==> src/rtl/fib_filter_accum_if.sv <==
// Start/done bus shared by the numeric-engine solvers: request fields in,
// status and results out.
interface fib_filter_accum_if #(
  parameter int W     = 32,
  parameter int SUM_W = 32,
  parameter int CNT_W = 8
);
  logic             start;
  logic [W-1:0]     limit;
  logic [1:0]       mode;
  logic             busy;
  logic             done;
  logic [SUM_W-1:0] sum;
  logic [CNT_W-1:0] count;
  logic [1:0]       ovf;

  modport master (
    output start, limit, mode,
    input  busy, done, sum, count, ovf
  );

  modport slave (
    input  start, limit, mode,
    output busy, done, sum, count, ovf
  );
endinterface

==> src/rtl/fib_filter_accum.sv <==
// Fibonacci accumulator: walks 1, 2, 3, 5, ... one term per cycle and sums
// the terms up to a limit that pass an even/odd/all filter, saturating.
module fib_filter_accum #(
  parameter int W     = 32,
  parameter int SUM_W = 32,
  parameter int CNT_W = 8
) (
  input  logic         clk,
  input  logic         rst_n,
  fib_filter_accum_if.slave bus
);

  generate
    if (SUM_W < W) begin : g_cfg_err
      $error("fib_filter_accum: SUM_W must be at least W");
    end
  endgenerate

  typedef enum logic [1:0] {
    S_IDLE,
    S_RUN,
    S_DONE
  } state_t;

  state_t           state_q;
  logic [W-1:0]     a_q;
  logic [W-1:0]     b_q;
  logic             bov_q;
  logic [W-1:0]     limit_q;
  logic [1:0]       mode_q;
  logic [SUM_W-1:0] sum_q;
  logic [CNT_W-1:0] count_q;
  logic [1:0]       ovf_q;
  logic             busy_q;
  logic             done_q;

  logic             sel_d;
  logic [SUM_W:0]   sum_add_d;
  logic [W:0]       fib_add_d;

  always_comb begin
    sel_d     = mode_q[1] | (a_q[0] == mode_q[0]);
    sum_add_d = {1'b0, sum_q} + (SUM_W + 1)'(a_q);
    fib_add_d = {1'b0, a_q} + {1'b0, b_q};
  end

  always_ff @(posedge clk or negedge rst_n) begin
    if (!rst_n) begin
      state_q <= S_IDLE;
      a_q     <= W'(1);
      b_q     <= W'(2);
      bov_q   <= 1'b0;
      limit_q <= '0;
      mode_q  <= 2'b00;
      sum_q   <= '0;
      count_q <= '0;
      ovf_q   <= 2'b00;
      busy_q  <= 1'b0;
      done_q  <= 1'b0;
    end else begin
      done_q <= 1'b0;
      case (state_q)
        S_IDLE, S_DONE: begin
          if (bus.start) begin
            limit_q <= bus.limit;
            mode_q  <= bus.mode;
            a_q     <= W'(1);
            b_q     <= W'(2);
            bov_q   <= 1'b0;
            sum_q   <= '0;
            count_q <= '0;
            ovf_q   <= 2'b00;
            busy_q  <= 1'b1;
            state_q <= S_RUN;
          end
        end
        S_RUN: begin
          if (a_q > limit_q) begin
            state_q <= S_DONE;
            busy_q  <= 1'b0;
            done_q  <= 1'b1;
          end else begin
            if (sel_d) begin
              if (sum_add_d[SUM_W]) begin
                sum_q    <= '1;
                ovf_q[0] <= 1'b1;
              end else begin
                sum_q <= sum_add_d[SUM_W-1:0];
              end
              if (count_q != '1) begin
                count_q <= count_q + CNT_W'(1);
              end
            end
            a_q   <= b_q;
            b_q   <= fib_add_d[W-1:0];
            bov_q <= fib_add_d[W];
            // a_q here is the last representable term; stop after taking it.
            if (bov_q) begin
              ovf_q[1] <= 1'b1;
              state_q  <= S_DONE;
              busy_q   <= 1'b0;
              done_q   <= 1'b1;
            end
          end
        end
        default: begin
          state_q <= S_IDLE;
          busy_q  <= 1'b0;
        end
      endcase
    end
  end

  assign bus.busy  = busy_q;
  assign bus.done  = done_q;
  assign bus.sum   = sum_q;
  assign bus.count = count_q;
  assign bus.ovf   = ovf_q;

endmodule

==> src/flat_wrapper.sv <==
// flat-port wrapper written by rule: the top's interface ports become plain ports
module fib_filter_accum_flat 
#(
  parameter int W     = 32,
  parameter int SUM_W = 32,
  parameter int CNT_W = 8
)
  (clk, rst_n, bus_start, bus_limit, bus_mode, bus_busy, bus_done, bus_sum, bus_count, bus_ovf);
  fib_filter_accum_if #(.W(W), .SUM_W(SUM_W), .CNT_W(CNT_W)) bus_i ();
  input  logic clk;
  input  logic rst_n;
  input wire logic [$bits(bus_i.start)-1:0] bus_start;
  input wire logic [$bits(bus_i.limit)-1:0] bus_limit;
  input wire logic [$bits(bus_i.mode)-1:0] bus_mode;
  output wire logic [$bits(bus_i.busy)-1:0] bus_busy;
  output wire logic [$bits(bus_i.done)-1:0] bus_done;
  output wire logic [$bits(bus_i.sum)-1:0] bus_sum;
  output wire logic [$bits(bus_i.count)-1:0] bus_count;
  output wire logic [$bits(bus_i.ovf)-1:0] bus_ovf;
  assign bus_i.start = bus_start;
  assign bus_i.limit = bus_limit;
  assign bus_i.mode = bus_mode;
  assign bus_busy = bus_i.busy;
  assign bus_done = bus_i.done;
  assign bus_sum = bus_i.sum;
  assign bus_count = bus_i.count;
  assign bus_ovf = bus_i.ovf;
  fib_filter_accum #(.W(W), .SUM_W(SUM_W), .CNT_W(CNT_W)) u_core (.clk(clk), .rst_n(rst_n), .bus(bus_i));
endmodule
==> config.mk <==
export PLATFORM = sky130hd
export DESIGN_NAME = fib_filter_accum_flat
export DESIGN_NICKNAME = d
export VERILOG_FILES = /design/src/rtl/fib_filter_accum_if.sv /design/src/rtl/fib_filter_accum.sv /design/src/flat_wrapper.sv
export SDC_FILE = /design/constraint.sdc
export NUM_CORES = 1
export LEC_CHECK = 0
export ABC_AREA = 0
export BUFFER_PORTS_ARGS = -buffer_cell sky130_fd_sc_hd__buf_2
export CAP_MARGIN = 10
export CORE_ASPECT_RATIO = 1.2
export CORE_UTILIZATION = 65
export CTS_CLUSTER_SIZE = 14
export DETAILED_ROUTE_END_ITERATION = 10
export PLACE_DENSITY = 0.95
export SLEW_MARGIN = 20
export SYNTH_ARGS = -nofsm -noshare
export SYNTH_HDL_FRONTEND = slang
export SYNTH_SLANG_ARGS = --single-unit
==> constraint.sdc <==
create_clock -name clk -period 7.8 [get_ports clk]
set_clock_uncertainty 0.15 [all_clocks]
set_input_delay 1.56 -clock clk [delete_from_list [all_inputs] [get_ports clk]]
set_output_delay 1.56 -clock clk [all_outputs]
set_load 0.02 [all_outputs]
; ---- After elaboration in Yosys (flattened, before gate mapping)
; Cells that the tools add are included.
[totals]
elab_cells = 74
reg_bits = 145
out_inout_bits = 44
[op_classes]
n_addsub = 3
mux = 36
n_lt_le_gt_ge = 1
n_eq_ne = 11
bitwise_logic = 1
n_reduce_logical = 10
[op_table]
columns = operator, n
row1 = 32-bit 2-to-1 mux, 8
row2 = 32-bit case mux with 2 select lines, 3
row3 = 32-bit by 32-bit adder with 33-bit output, 2
row4 = 32-bit > comparator, 1
row5 = 8-bit 2-to-1 mux, 4
row6 = 8-bit case mux with 2 select lines, 1
row7 = 1-bit 2-to-1 mux, 11
row8 = 2-bit 2-to-1 mux, 5
row9 = 5-bit AND reduction, 2
row10 = 8-bit by 1-bit adder with 8-bit output (second input constant), 1
row11 = 2-bit by 1-bit != test with 1-bit output (second input constant), 4
row12 = 8-bit != test (second input constant), 1
row13 = 2-bit case mux with 2 select lines, 2
row14 = 4-bit AND reduction, 2
row15 = 2-bit != test (second input constant), 2
row16 = 1-bit case mux with 2 select lines, 2
row17 = 2-bit AND reduction, 2
row18 = 3-bit by 1-bit != test with 1-bit output (second input constant), 1
row19 = 3-bit AND reduction, 1
row20 = 2-bit by 1-bit == test with 1-bit output (second input constant), 1
row21 = 2-bit == test (second input constant), 1
row22 = 2-bit logical NOT, 1
row23 = 2-bit nonzero test, 1
row24 = 2-bit OR reduction, 1
row25 = other kinds (2), 2

; ---- Longest topological paths before layout
[depth]
ltp_word = 5
depth_mapped = 12
depth_no_buf = 11

; ---- Least setup slack after synthesis
; Ideal clock, no wire load.
[synth_timing]
path_type = register -> register
start = reg u_core.sum_q[0] (netlist: u_core.bus.sum[0])
end = reg u_core.sum_q[30] (netlist: u_core.bus.sum[30])
t_arrival_ps = 2845
path_stages_with_launch = 12
t_required_ps = 7514
n_path_buf = 0
synth_period_minus_slack_ps = 3131
setup_slack_ps = 4669
cell_sequence = dfrtp_1 ha_1 fa_1 a211oi_1 o21ai_2 a31oi_1 o311ai_1 a41oi_2 o21ai_0 a2111o_1 a21oi_1 o21ai_0
[synth_between]
elab_chain_len = 5
[synth_lines]
columns = item, line_no
row1 = "start, declared", fib_filter_accum.sv:31  ; logic [SUM_W-1:0] sum_q;
row2 = "start signal, assigned", fib_filter_accum.sv:88  ; sum_q <= sum_add_d[SUM_W-1:0];
row3 = 32-bit by 32-bit adder with 33-bit output, fib_filter_accum.sv:43  ; sum_add_d = {1'b0, sum_q} + (SUM_W + 1)'(a_q);
row4 = 32-bit 2-to-1 mux, fib_filter_accum.sv:84  ; if (sum_add_d[SUM_W]) begin
row5 = 32-bit 2-to-1 mux, fib_filter_accum.sv:83  ; if (sel_d) begin
row6 = 32-bit 2-to-1 mux, fib_filter_accum.sv:78  ; if (a_q > limit_q) begin
row7 = 32-bit case mux with 2 select lines, fib_filter_accum.sv:62  ; case (state_q)
; Every way passes these cells. The select of a mux whose other input is x is not followed.
; A chain may end at the register's enable or synchronous reset.

; ---- Final worst setup path
[layout_timing]
start = reg u_core.a_q[5]
end = reg u_core.sum_q[27] (netlist: u_core.bus.sum[27])
[layout_between]
elab_chain_len = 5
[layout_lines]
columns = item, line_no
row1 = "start, declared", fib_filter_accum.sv:26  ; logic [W-1:0] a_q;
row2 = "start signal, assigned", fib_filter_accum.sv:94  ; a_q <= b_q;
row3 = 32-bit by 32-bit adder with 33-bit output, fib_filter_accum.sv:43
row4 = 32-bit 2-to-1 mux, fib_filter_accum.sv:84
row5 = 32-bit 2-to-1 mux, fib_filter_accum.sv:83
row6 = 32-bit 2-to-1 mux, fib_filter_accum.sv:78
row7 = 32-bit case mux with 2 select lines, fib_filter_accum.sv:62
; Parallel ways exist; a longest one is shown, timed or not. The select of a mux whose other input is x is not followed.

==> results.tsv <==
stage	metric	value	unit
floorplanning	core_area	14600	sq um
hold_path	min_from	u_core.bus.ovf[1]	
critical_path	worstSetupStartpoint	u_core.a_q[5]	
power	p_per_area	396	nW/um^2
yosys	ys_ff_latch	145	
placed_design	dpl.hpwl	18.9	mm
power	p_comb_share	48.3	%
critical_path	worstPathRequired	7.97	ns
power	vdd_drop_max	0.247	mV
yosys	synth_top_cell_area_share	36.4	%
cts	clk_latency	0.44	ns
final_layout	multi_input_area	5770	sq um
cts	cts-htree-levels	4	
global_route	grt_pass1_wl	45.4	mm
power	power_leakage	5.65	nW
global_route	grt.total_usage	37.5	%
cts	clock-sinks	145	
yosys	synth.area.top_cells	dfrtp_1, ha_1, nand2_1	
cts	clk_path_buf_depth	2	
yosys	synth_area	9830	sq um
global_route	grt_use_met2	61.1	%
yosys	async_flop_share	100	%
cts	clockRootBuffer	clkbuf_16	
critical_path	path_max_fanout	41	
global_route	grt.busiest_layer	met2	
yosys	yosysSeqAreaShare	36.9	%
cts	cts_tree	yes	
floorplanning	die_x	114	microns
placed_design	dp_cells	1394	
floorplanning	rows	48	
detailed_routing	routed_wl	27.9	mm
placed_design	gp_congestion	0.997	
yosys	synthFlopType	dfrtp_1	
power	p_int	2.38	mW
timing	relSlewSlack	26.5	%
final_layout	drive_above_1_share	11.3	%
timing	min_period	4.17	ns
run_status	status	finished, final reports clean	
yosys	syn_nets	1296	
critical_path	reg2reg_slack	3.63	ns
final_layout	fillers	958	
cts	ctsResizeCount	0	
yosys	syn_area_per_cell	8.47	sq um
yosys	synth_edf_count	0	
timing	setup_viol	0	
detailed_routing	wl_per_cell	19.6	microns
timing	hold_viol	0	
floorplanning	start_util	67.3	%
detailed_routing	first_iter_violations	1274	
floorplanning	die_area	15600	sq um
final_layout	stdcell_count	1427	
final_layout	area_growth	12.1	%
timing	rsz0062_at_grt	no	
final_layout	diodes	0	
power	p_sw	1.99	mW
power	power_frac_seq	29.1	%
global_route	antenna_found_initial	0	
timing	maxSlewViolCount	0	
critical_path	cp-start-kind	register	
final_layout	seqCellArea	3630	sq um
cts	clk_pin_slew_worst_paths	0.06	ns
global_route	grt_max_degree	81	
power	p_clk_share	22.6	%
timing	fin_crit_sh	53.4	%
critical_path	cp-end-kind	register	
final_layout	nNetsFinal	1350	
timing	max_freq	0.240	GHz
timing	tightest_slew	1.10	ns
cts	postCtsSetupRepairBufs	0	
yosys	yosys_warnings	0	
run	drv_cap	0	
critical_path	crit_type	reg2reg	
global_route	use_met3	8.15	%
detailed_routing	firstDrtPassIters	7	
power	sw_frac_of_total	45.5	%
hold_path	hp-class	reg2reg	
critical_path	arrival	4.34	ns
detailed_routing	vias	9529	
global_route	gr-total-overflow	0	
detailed_routing	drcViolationCount	0	
floorplanning	io_pins	81	
yosys	synth_common_cells	nand2_1, dfrtp_1, o21ai_0	
cts	cts_buffers	17	
detailed_routing	vias_per_cell	6.68	
placed_design	port_buffers	80	
detailed_routing	detail-route-antenna-nets	0	
yosys	yosysTopAreaCell	dfrtp_1	
global_route	grtUsageMet1	45.5	%
critical_path	r2r_start	u_core.a_q[5]	
yosys	yosysMostFrequentCell	nand2_1	
global_route	grt_pass1_vias	9404	
timing	setup_tns	0	ns
yosys	yosysUniqueCellTypes	74	
cts	cts_hold_buffers	0	
floorplanning	dieHeight	137	microns
yosys	synthCells	1160	
## power groups by stage
| stage | sequential [mW] | clock, mW | combinational (mW) |
|---|---|---|---|
| 3_3_place_gp | 1.25 | 0 | 1.93 |
| 4_1_cts | 1.25 | 0.988 | 2.05 |
| 2_1_floorplan | 1.26 | 0 | 1.48 |
| 3_5_place_dp | 1.26 | 0 | 2.01 |
| 6_report | 1.27 | 0.988 | 2.11 |
| 5_1_grt | 1.29 | 1.02 | 2.31 |
## layout by cell type, fill, tap and decap left out, types with 6 or more instances in the layout
cell and n:
a211oi_1 8, a21o_1 32, a21oi_1 78, a31oi_1 10, and3_1 9, buf_2 79
bufinv_16 8, clkbuf_16 17, dfrtp_1 143, ha_1 97, inv_1 56, nand2_1 197
nand2b_1 10, nand3_1 61, nand4_1 19, nor2_1 67, nor2b_1 9, nor3_1 17
nor4_1 6, o211ai_1 14, o21ai_0 98, o21ai_1 24, o21bai_1 7, o31ai_1 12
or3_1 8, xnor2_1 28, xor2_1 23
## area by class of cell
type / instances / share of cell area, %
multi-input combinational: 908 / 52.3
sequential: 145 / 32.9
timing repair buffer: 86 / 4.20
clock buffer: 20 / 3.96
clock inverter: 12 / 2.36
tap: 200 / 2.27
inverter: 56 / 1.91
## sequential cells by signal, summed over array words and instances, names as in the netlist
name	cells
u_core.bus.done	1
u_core.mode_q	2
u_core.state_q	2
u_core.b_q	32
u_core.bus.count	8
u_core.bus.ovf	2
u_core.limit_q	32
u_core.bus.busy	1
u_core.bov_q	1
u_core.a_q	32
u_core.bus.sum	32
## stage by stage
| stage | cell area [sq um] | hold slack (ns) | utilization, % | power (mW) | worst slack [ns] |
|---|---|---|---|---|---|
| after floorplan | 9830 | 0.287 | - | 2.74 | 4.67 |
| after global placement | 10300 | 0.302 | 70.6 | 3.18 | 3.82 |
| after detailed placement | 10300 | 0.322 | 70.6 | 3.27 | 3.71 |
| after CTS | 11000 | 0.340 | 75.4 | 4.30 | 3.65 |
| after global routing | 11000 | 0.366 | 75.5 | 4.63 | 3.36 |
| final | 11000 | 0.336 | 75.5 | 4.37 | 3.63 |
## metal layers
metal  up-vias  part of all wire, %  wire (microns)
li1       4254                    -               -
met1      4498                   38           10600
met2       605                   48           13300
met3       172                  8.9            2480
met4         0                  5.5            1540
met5         -                    0               0
## logic make-up (layout without fill, tap and decap cells)
logic type      after synthesis  in the layout  synth area share [%]
simple gates                423            423                  19.5
compound gates              335            335                  21.6
flops                       145            145                  36.9
buf+inv                     107            174                  4.57
fa+ha+maj                    99             99                  12.8
xor+xnor                     51             51                  4.54
## worst paths after layout
path / cells after the start / end
max: 9 / u_core.bus.sum[27]
max in group asynchronous: 2 / u_core.a_q[15]
max reg2reg: 9 / u_core.bus.sum[27]
min in group asynchronous: 1 / u_core.bus.sum[7]
min: 2 / u_core.bus.ovf[1]
min reg2reg: 2 / u_core.bus.ovf[1]
## worst max-delay path, cell delays in order (launching register included)
cell and delay (ns):
dfrtp_1 0.43, ha_1 0.31, a21oi_1 0.14, o21ai_0 0.16, a221o_1 0.34, or3_1 0.34
a21oi_2 0.28, o21a_4 0.56, nand2_1 0.80, o311ai_0 0.53
No activity file was read; power rests on OpenSTA's default activity.
